### src/rtl/mips_hazard_pkg.sv
// Shared types and helpers for the ID-stage hazard stall/flush unit.
package mips_hazard_pkg;

  localparam int REG_IDX_W = 5;

  typedef enum logic [1:0] {RUN, MEM_WAIT, ERROR} state_t;

  // Control bundle zeroed into ID/EX on a bubble or into IF/ID on a flush.
  typedef struct packed {
    logic reg_write;
    logic mem_read;
    logic mem_write;
    logic branch;
  } ctrl_t;

  localparam ctrl_t NOP_CTRL = '0;

  function automatic logic load_use(
    input logic                 ex_mem_read,
    input logic [REG_IDX_W-1:0] ex_rt,
    input logic [REG_IDX_W-1:0] id_rs,
    input logic [REG_IDX_W-1:0] id_rt,
    input logic                 id_uses_rt
  );
    return ex_mem_read && (ex_rt != '0) &&
           ((ex_rt == id_rs) || (id_uses_rt && (ex_rt == id_rt)));
  endfunction

endpackage

### src/rtl/hazard_wait_timer.sv
// Freeze-cycle counter: load on freeze entry, count while waiting, flag timeout.
module hazard_wait_timer #(
  parameter int MEM_TIMEOUT = 16,
  parameter int CNT_W       = 8
) (
  input  logic clk,
  input  logic rst_n,
  input  logic load,
  input  logic inc,
  input  logic clear,
  output logic expired
);

  logic [CNT_W-1:0] count;
  logic [CNT_W:0]   count_inc;

  // count_inc is the number of freeze cycles including the current one.
  assign count_inc = {1'b0, count} + {{CNT_W{1'b0}}, 1'b1};
  assign expired   = count_inc >= (CNT_W+1)'(MEM_TIMEOUT);

  always_ff @(posedge clk) begin
    if (!rst_n || clear) begin
      count <= '0;
    end else if (load) begin
      count <= CNT_W'(1);
    end else if (inc && !(&count)) begin
      count <= count_inc[CNT_W-1:0];
    end
  end

endmodule

### src/rtl/hazard_stall_unit.sv
// Load-use stall, memory-wait freeze and branch flush control beside the ID stage.
// Optional HAZARD_STATS_EN adds saturating stall/freeze cycle counters.
module hazard_stall_unit
  import mips_hazard_pkg::*;
#(
  parameter int MEM_TIMEOUT = 16,
  parameter int CNT_W       = 8
) (
  input  logic                 clk,
  input  logic                 rst_n,
  input  logic [REG_IDX_W-1:0] IF_ID_Reg_Rs,
  input  logic [REG_IDX_W-1:0] IF_ID_Reg_Rt,
  input  logic                 IF_ID_UsesRt,
  input  logic                 ID_EX_MemRead,
  input  logic [REG_IDX_W-1:0] ID_EX_Reg_Rt,
  input  logic                 Branch_Taken_ID,
  input  logic                 Mem_Req_MEM,
  input  logic                 Mem_Ready,
`ifdef HAZARD_STATS_EN
  output logic [31:0]          Stall_Cycles,
  output logic [31:0]          Freeze_Cycles,
`endif
  output logic                 PC_Write,
  output logic                 IF_ID_Write,
  output logic                 IF_ID_Flush,
  output logic                 ID_EX_Bubble,
  output logic                 Pipe_Freeze,
  output logic                 Mem_Timeout
);

  state_t state;
  logic   flush_pend;
  logic   lu;
  logic   mem_stall;
  logic   expired;

  assign lu        = load_use(ID_EX_MemRead, ID_EX_Reg_Rt, IF_ID_Reg_Rs,
                              IF_ID_Reg_Rt, IF_ID_UsesRt);
  assign mem_stall = Mem_Req_MEM && !Mem_Ready;

  hazard_wait_timer #(
    .MEM_TIMEOUT(MEM_TIMEOUT),
    .CNT_W      (CNT_W)
  ) u_timer (
    .clk    (clk),
    .rst_n  (rst_n),
    .load   (state == RUN && mem_stall),
    .inc    (state == MEM_WAIT),
    .clear  (state == MEM_WAIT && Mem_Ready),
    .expired(expired)
  );

  always_comb begin
    PC_Write     = 1'b1;
    IF_ID_Write  = 1'b1;
    IF_ID_Flush  = 1'b0;
    ID_EX_Bubble = 1'b0;
    Pipe_Freeze  = 1'b0;
    if (!rst_n) begin
      PC_Write     = 1'b0;
      IF_ID_Write  = 1'b0;
      IF_ID_Flush  = 1'b1;
      ID_EX_Bubble = 1'b1;
    end else begin
      case (state)
        RUN: begin
          if (mem_stall) begin
            PC_Write    = 1'b0;
            IF_ID_Write = 1'b0;
            Pipe_Freeze = 1'b1;
          end else if (lu) begin
            PC_Write     = 1'b0;
            IF_ID_Write  = 1'b0;
            ID_EX_Bubble = 1'b1;
          end else if (Branch_Taken_ID) begin
            IF_ID_Flush = 1'b1;
          end
        end
        MEM_WAIT: begin
          PC_Write    = 1'b0;
          IF_ID_Write = 1'b0;
          Pipe_Freeze = 1'b1;
          IF_ID_Flush = Mem_Ready && flush_pend;
        end
        default: begin
          PC_Write    = 1'b0;
          IF_ID_Write = 1'b0;
          Pipe_Freeze = 1'b1;
        end
      endcase
    end
  end

  always_ff @(posedge clk) begin
    if (!rst_n) begin
      state       <= RUN;
      flush_pend  <= 1'b0;
      Mem_Timeout <= 1'b0;
    end else begin
      case (state)
        RUN: begin
          if (mem_stall) begin
            state      <= MEM_WAIT;
            flush_pend <= Branch_Taken_ID && !lu;
          end
        end
        MEM_WAIT: begin
          // A completing access beats a simultaneous timeout.
          if (Mem_Ready) begin
            state      <= RUN;
            flush_pend <= 1'b0;
          end else if (expired) begin
            state       <= ERROR;
            Mem_Timeout <= 1'b1;
          end
        end
        default: state <= ERROR;
      endcase
    end
  end

`ifdef HAZARD_STATS_EN
  always_ff @(posedge clk) begin
    if (!rst_n) begin
      Stall_Cycles  <= '0;
      Freeze_Cycles <= '0;
    end else begin
      if (ID_EX_Bubble && !(&Stall_Cycles))
        Stall_Cycles <= Stall_Cycles + 32'd1;
      if (Pipe_Freeze && !(&Freeze_Cycles))
        Freeze_Cycles <= Freeze_Cycles + 32'd1;
    end
  end
`endif

endmodule

### config.mk
export PLATFORM = sky130hd
export DESIGN_NAME = hazard_stall_unit
export DESIGN_NICKNAME = d
export VERILOG_FILES = /design/src/rtl/mips_hazard_pkg.sv /design/src/rtl/hazard_wait_timer.sv /design/src/rtl/hazard_stall_unit.sv
export SDC_FILE = /design/constraint.sdc
export NUM_CORES = 1
export LEC_CHECK = 0
export CAP_MARGIN = 20
export CELL_PAD_IN_SITES_DETAIL_PLACEMENT = 1
export CELL_PAD_IN_SITES_GLOBAL_PLACEMENT = 1
export CORE_MARGIN = 2
export CORE_UTILIZATION = 25
export DETAILED_ROUTE_END_ITERATION = 8
export PLACE_DENSITY = 0.64
export SKIP_CTS_REPAIR_TIMING = 1
export SYNTH_ARGS = -nofsm -noshare
export SYNTH_HDL_FRONTEND = slang
export SYNTH_SLANG_ARGS = --single-unit
### constraint.sdc
create_clock -name clk -period 2.3 [get_ports clk]
set_input_delay 0.46 -clock clk [delete_from_list [all_inputs] [get_ports clk]]
set_output_delay 0.46 -clock clk [all_outputs]
set_load 0.03 [all_outputs]
==> results of run 1 <==
-- area by class of cell --
type                       count  area, sq um  area share
clock buffer                   4         36.3      0.0287
tap                           44         55.1      0.0435
inverter                       3         11.3     0.00890
multi-input combinational     80          557       0.440
sequential                    12          240       0.190
timing repair buffer          38          365       0.289
-- synthesized netlist by cell type, types with 2 or more instances --
master | n | area (sq um)
o211ai_1 | 2 | 15.0
a21oi_1 | 5 | 25.0
o21ai_0 | 4 | 20.0
nand3_1 | 5 | 25.0
and3_1 | 2 | 12.5
nand2_1 | 7 | 26.3
nor2b_1 | 2 | 12.5
nand3b_1 | 2 | 15.0
nor2_1 | 6 | 22.5
dfxtp_1 | 12 | 240
ha_1 | 2 | 25.0
nand4_1 | 3 | 18.8
nor3_1 | 3 | 15.0
mux2i_1 | 3 | 30.0
o21a_1 | 3 | 22.5
inv_1 | 3 | 11.3
o21ai_1 | 2 | 10.0
xor2_1 | 4 | 35.0
xnor2_1 | 10 | 87.6
-- per-stage QoR --
step           power (uW)  cell area, sq um  hold WS [ps]  setup WS, ps
2_1_floorplan         288               805           481          50.5
3_3_place_gp          365              1190           448          -601
3_5_place_dp          369              1190           462          -621
4_1_cts               542              1230           480          -636
5_1_grt               567              1260           491         -23.9
6_report              533              1260           472          25.2
-- flip-flops by register name (all words and copies together) (netlist names) --
signal,cells
Mem_Timeout,1
flush_pend,1
state,2
u_timer.count,8
-- logic make-up after synthesis --
family | after synthesis | synth area share
compound gates | 23 | 0.186
xor+xnor | 14 | 0.153
fa+ha+maj | 2 | 0.0312
buf+inv | 5 | 0.0297
flops | 12 | 0.300
mux | 3 | 0.0375
simple gates | 38 | 0.263
-- layout by cell type (no fill, tap or decap), types with 2 or more instances in the layout --
cell type        count
nor2b_1              2
buf_6                2
clkdlybuf4s50_1     17
xor2_1               4
inv_1                3
o21a_1               3
a21oi_1              4
dfxtp_1             12
o21ai_0              4
nand2_1              7
nor3_1               2
dlymetal6s2s_1       6
ha_1                 2
buf_4               13
o21ai_1              2
nand4_1              3
and3_1               2
nand3_1              5
o211ai_1             2
xnor2_1             10
mux2i_1              3
nor2_1               6
nand3b_1             2
clkbuf_4             3
-- layer usage --
metal  GRT usage  part of all wire  wire (um)
met1       0.145              0.43        930
met2       0.240              0.50       1100
met3      0.0299             0.063        137
met4      0.0466            0.0087         19
met5           0                 0          0
-- path summary, 6_finish.rpt --
check                                        end
worst min-delay path                 Mem_Timeout
worst max register to register  u_timer.count[0]
worst max-delay path                ID_EX_Bubble
worst min register to register       Mem_Timeout
-- power by group --
part           internal [uW]  switching (uW)
registers                212            5.80
clock network           96.1            70.3
logic                   83.8            64.7
total                    392             141
==> impl_metrics.json, run 1 <==
{
  "outcome": "completed",
  "grt_max_degree": 9,
  "postRouteAntennaNets": 0,
  "vias": 859,
  "fin_worst_skew_ps": 2.46,
  "grt_pass1_wl_mm": 3.62,
  "drive_gt1_frac": 0.182,
  "clk_latency_ps": 270,
  "overflow": 0,
  "period_needed_ps": 2270,
  "drt_iter0_drc": 18,
  "max_stage_delay_ps": 480,
  "synth_cells": 97,
  "grt_setup_unrepaired": "true",
  "rows": 20,
  "port-buffer-count": 27,
  "final_util": 0.414,
  "numCtsBuffers": 3,
  "reg2reg_depth": 5,
  "tightestPinTransition_ps": 412,
  "path_clk_slew_ps": 80,
  "cellPowerDensity_nw_per_um2": 421,
  "synth.distinct_cells": 36,
  "cp_num_buf_inv": 3,
  "io_pins": 28,
  "min_path_cells": 1,
  "viasPerCell": 4.75,
  "worstPathRequired_ps": 1840,
  "relSlewSlack": 0.723,
  "path_max_fanout": 4,
  "grt_antenna_before_repair": 0,
  "die-area_sq_um": 3670,
  "setup_viol": 0,
  "cts_tree": "done",
  "cap_violations": 0,
  "cp_num_cells": 7,
  "wire_per_inst_um": 12.1,
  "syn_area_sq_um": 801,
  "path_delay_family": "buffers and inverters",
  "crit_slowest_cell": "clkdlybuf4s50_1",
  "finalCritPeriodShare": 0.989,
  "r2r_start": "u_timer.count[0]",
  "wl_mm": 2.19,
  "arrival_ps": 1810,
  "htree_levels": 1,
  "end_kind": "primary output",
  "synth_warnings": 0,
  "die_h_um": 60.6,
  "startpoint": "IF_ID_Reg_Rs[0]",
  "finalHoldViolCount": 0,
  "startpoint_type": "primary input",
  "first_global_vias": 876,
  "drv_slew": 0,
  "placed_cells": 177,
  "track_usage": 0.130,
  "dpl.hpwl_mm": 1.82,
  "die_x_um": 60.6,
  "fillers": 378,
  "drt_pre_antenna_iters": 4,
  "fin_nets": 162,
  "ys_seq_elements": 12,
  "synthArstFlopShare": 0,
  "ir_drop_mv": 0.158,
  "min_from": "Mem_Timeout",
  "layout.cells.non_filler": 181,
  "place_congestion": 0.780,
  "seq_area_frac_synth": 0.300,
  "clkSinkCount": 12,
  "synth_nets": 121,
  "drc": 0,
  "hp-class": "reg2reg",
  "start_util": 0.262,
  "root_buffer": "clkbuf_4",
  "finalSetupTns_ps": 0,
  "critical_path_class": "in2out",
  "max_freq_mhz": 440,
  "reg2reg_slack_ps": 620,
  "antenna_cells": 0,
  "synth_flop_cell": "dfxtp_1",
  "crit_top_cell": "buf_4",
  "core_sq_um": 3050,
  "leakage_uw": 0.000528,
  "clk_path_buf_depth": 2,
  "syn_avg_cell_area_sq_um": 8.26,
  "synth_edf_count": 0,
  "syn_to_final_growth_pct": 58.0,
  "worstPathCellList": "clkdlybuf4s50_1 > xnor2_1 > nand3_1 > o22ai_1 > buf_4 > a31o_2 > buf_4"
}
Note: power is estimated with default switching activity, not from simulation.
==> inputs of run 2 (changes only) <==
- TNS_END_PERCENT: not set -> 20
==> run 2 against run 1 <==
Final area grew 0.30%. Power up 0.41%. Clock-buffer cell count stayed put. Clock skew barely moved. Core utilization grew 0.12 points. Hold slack barely moved. Flip-flop and latch count did not move.
==> impl_metrics.json, run 2 (synthesized netlist as in run 1, its figures left out) <==
{
  "outcome": "completed",
  "first_global_vias": 876,
  "path_clk_slew_ps": 80,
  "startpoint_type": "primary input",
  "path_delay_family": "buffers and inverters",
  "viasPerCell": 4.75,
  "io_pins": 28,
  "grt_pass1_wl_mm": 3.62,
  "syn_to_final_growth_pct": 58.4,
  "worstPathCellList": "clkdlybuf4s50_1 > xnor2_1 > nand3_1 > o22ai_1 > buf_4 > a31o_2 > buf_6",
  "overflow": 0,
  "dpl.hpwl_mm": 1.82,
  "final_util": 0.416,
  "max_stage_delay_ps": 480,
  "place_congestion": 0.780,
  "fin_nets": 162,
  "port-buffer-count": 27,
  "track_usage": 0.130,
  "clk_path_buf_depth": 2,
  "crit_slowest_cell": "clkdlybuf4s50_1",
  "final_common_cell": "clkdlybuf4s50_1",
  "hp-class": "reg2reg",
  "antenna_cells": 0,
  "wl_met1_um": 942,
  "die_x_um": 60.6,
  "drc": 0,
  "grt_max_degree": 9,
  "drt_pre_antenna_iters": 3,
  "relSlewSlack": 0.730,
  "die-area_sq_um": 3670,
  "fin_worst_skew_ps": 2.80,
  "drv_slew": 0,
  "top_register": "u_timer.count",
  "min_from": "Mem_Timeout",
  "critical_path_class": "in2out",
  "period_needed_ps": 2260,
  "leakage_uw": 0.000530,
  "path_max_fanout": 4,
  "finalSetupTns_ps": 0,
  "cp_num_buf_inv": 3,
  "setup_viol": 0,
  "ir_drop_mv": 0.159,
  "wl_mm": 2.22,
  "htree_levels": 1,
  "drive_gt1_frac": 0.182,
  "vias": 860,
  "drt_iter0_drc": 15,
  "numCtsBuffers": 3,
  "postRouteAntennaNets": 0,
  "arrival_ps": 1800,
  "startpoint": "IF_ID_Reg_Rs[0]",
  "r2r_start": "u_timer.count[0]",
  "cellPowerDensity_nw_per_um2": 422,
  "cts_tree": "done",
  "finalCritPeriodShare": 0.983,
  "route.met2.wl_mm": 1.13,
  "wire_per_inst_um": 12.2,
  "worstPathRequired_ps": 1840,
  "max_freq_mhz": 442,
  "top_regs": "u_timer.count: 8 flops, state: 2 flops",
  "end_kind": "primary output",
  "mostFrequentLayoutCells": "clkdlybuf4s50_1, dfxtp_1, buf_4",
  "cap_violations": 0,
  "finalHoldViolCount": 0,
  "largest_reg_flops": 8,
  "grt_setup_unrepaired": "true",
  "root_buffer": "clkbuf_4",
  "start_util": 0.262,
  "clkSinkCount": 12,
  "rows": 20,
  "tightestPinTransition_ps": 403,
  "maxUsedRoutingLayer": "met4",
  "grt_antenna_before_repair": 0,
  "met3_length_um": 127,
  "die_h_um": 60.6,
  "core_sq_um": 3050,
  "total_power_uw": 535,
  "clk_latency_ps": 270
}
[run 2: area by class of cell]
cell class / instances / area (sq um)
fill: 378 / 1780
multi-input combinational: 80 / 557
timing repair buffer: 38 / 369
sequential: 12 / 240
tap: 44 / 55.1
clock buffer: 4 / 36.3
inverter: 3 / 11.3
[run 2: report_power, final]
part,switching [uW],total (uW),internal [uW]
Combinational,65.3,150,84.5
Clock,71.2,167,96.1
Sequential,5.77,218,212
Total,142,535,393
[run 2: routing by layer]
metal  global-route usage  vias up
li1                     -      429
met1                0.145      408
met2                0.240       21
met3               0.0299        2
met4               0.0466        0
met5                    0        -
[run 2: through the flow]
stage	hold slack, ps	setup slack, ps	cell area (sq um)	std cells
5_1_grt	491	-21.7	1270	181
3_5_place_dp	462	-621	1190	177
2_1_floorplan	481	50.5	805	97
4_1_cts	480	-636	1230	181
3_3_place_gp	448	-601	1190	177
6_report	472	40.0	1270	181
[run 2: final timing paths]
check	end	slack [ps]	cells past startpoint
setup / recovery	ID_EX_Bubble	40	7
setup reg to reg	u_timer.count[0]	630	5
hold / removal	Mem_Timeout	470	1
hold reg to reg	Mem_Timeout	470	1
==> inputs of run 3 (changes only) <==
- ABC_CLOCK_PERIOD_IN_PS: not set -> 2300
==> results of run 3 <==
The final DEF is identical to that of run 2; final timing and power are the same.
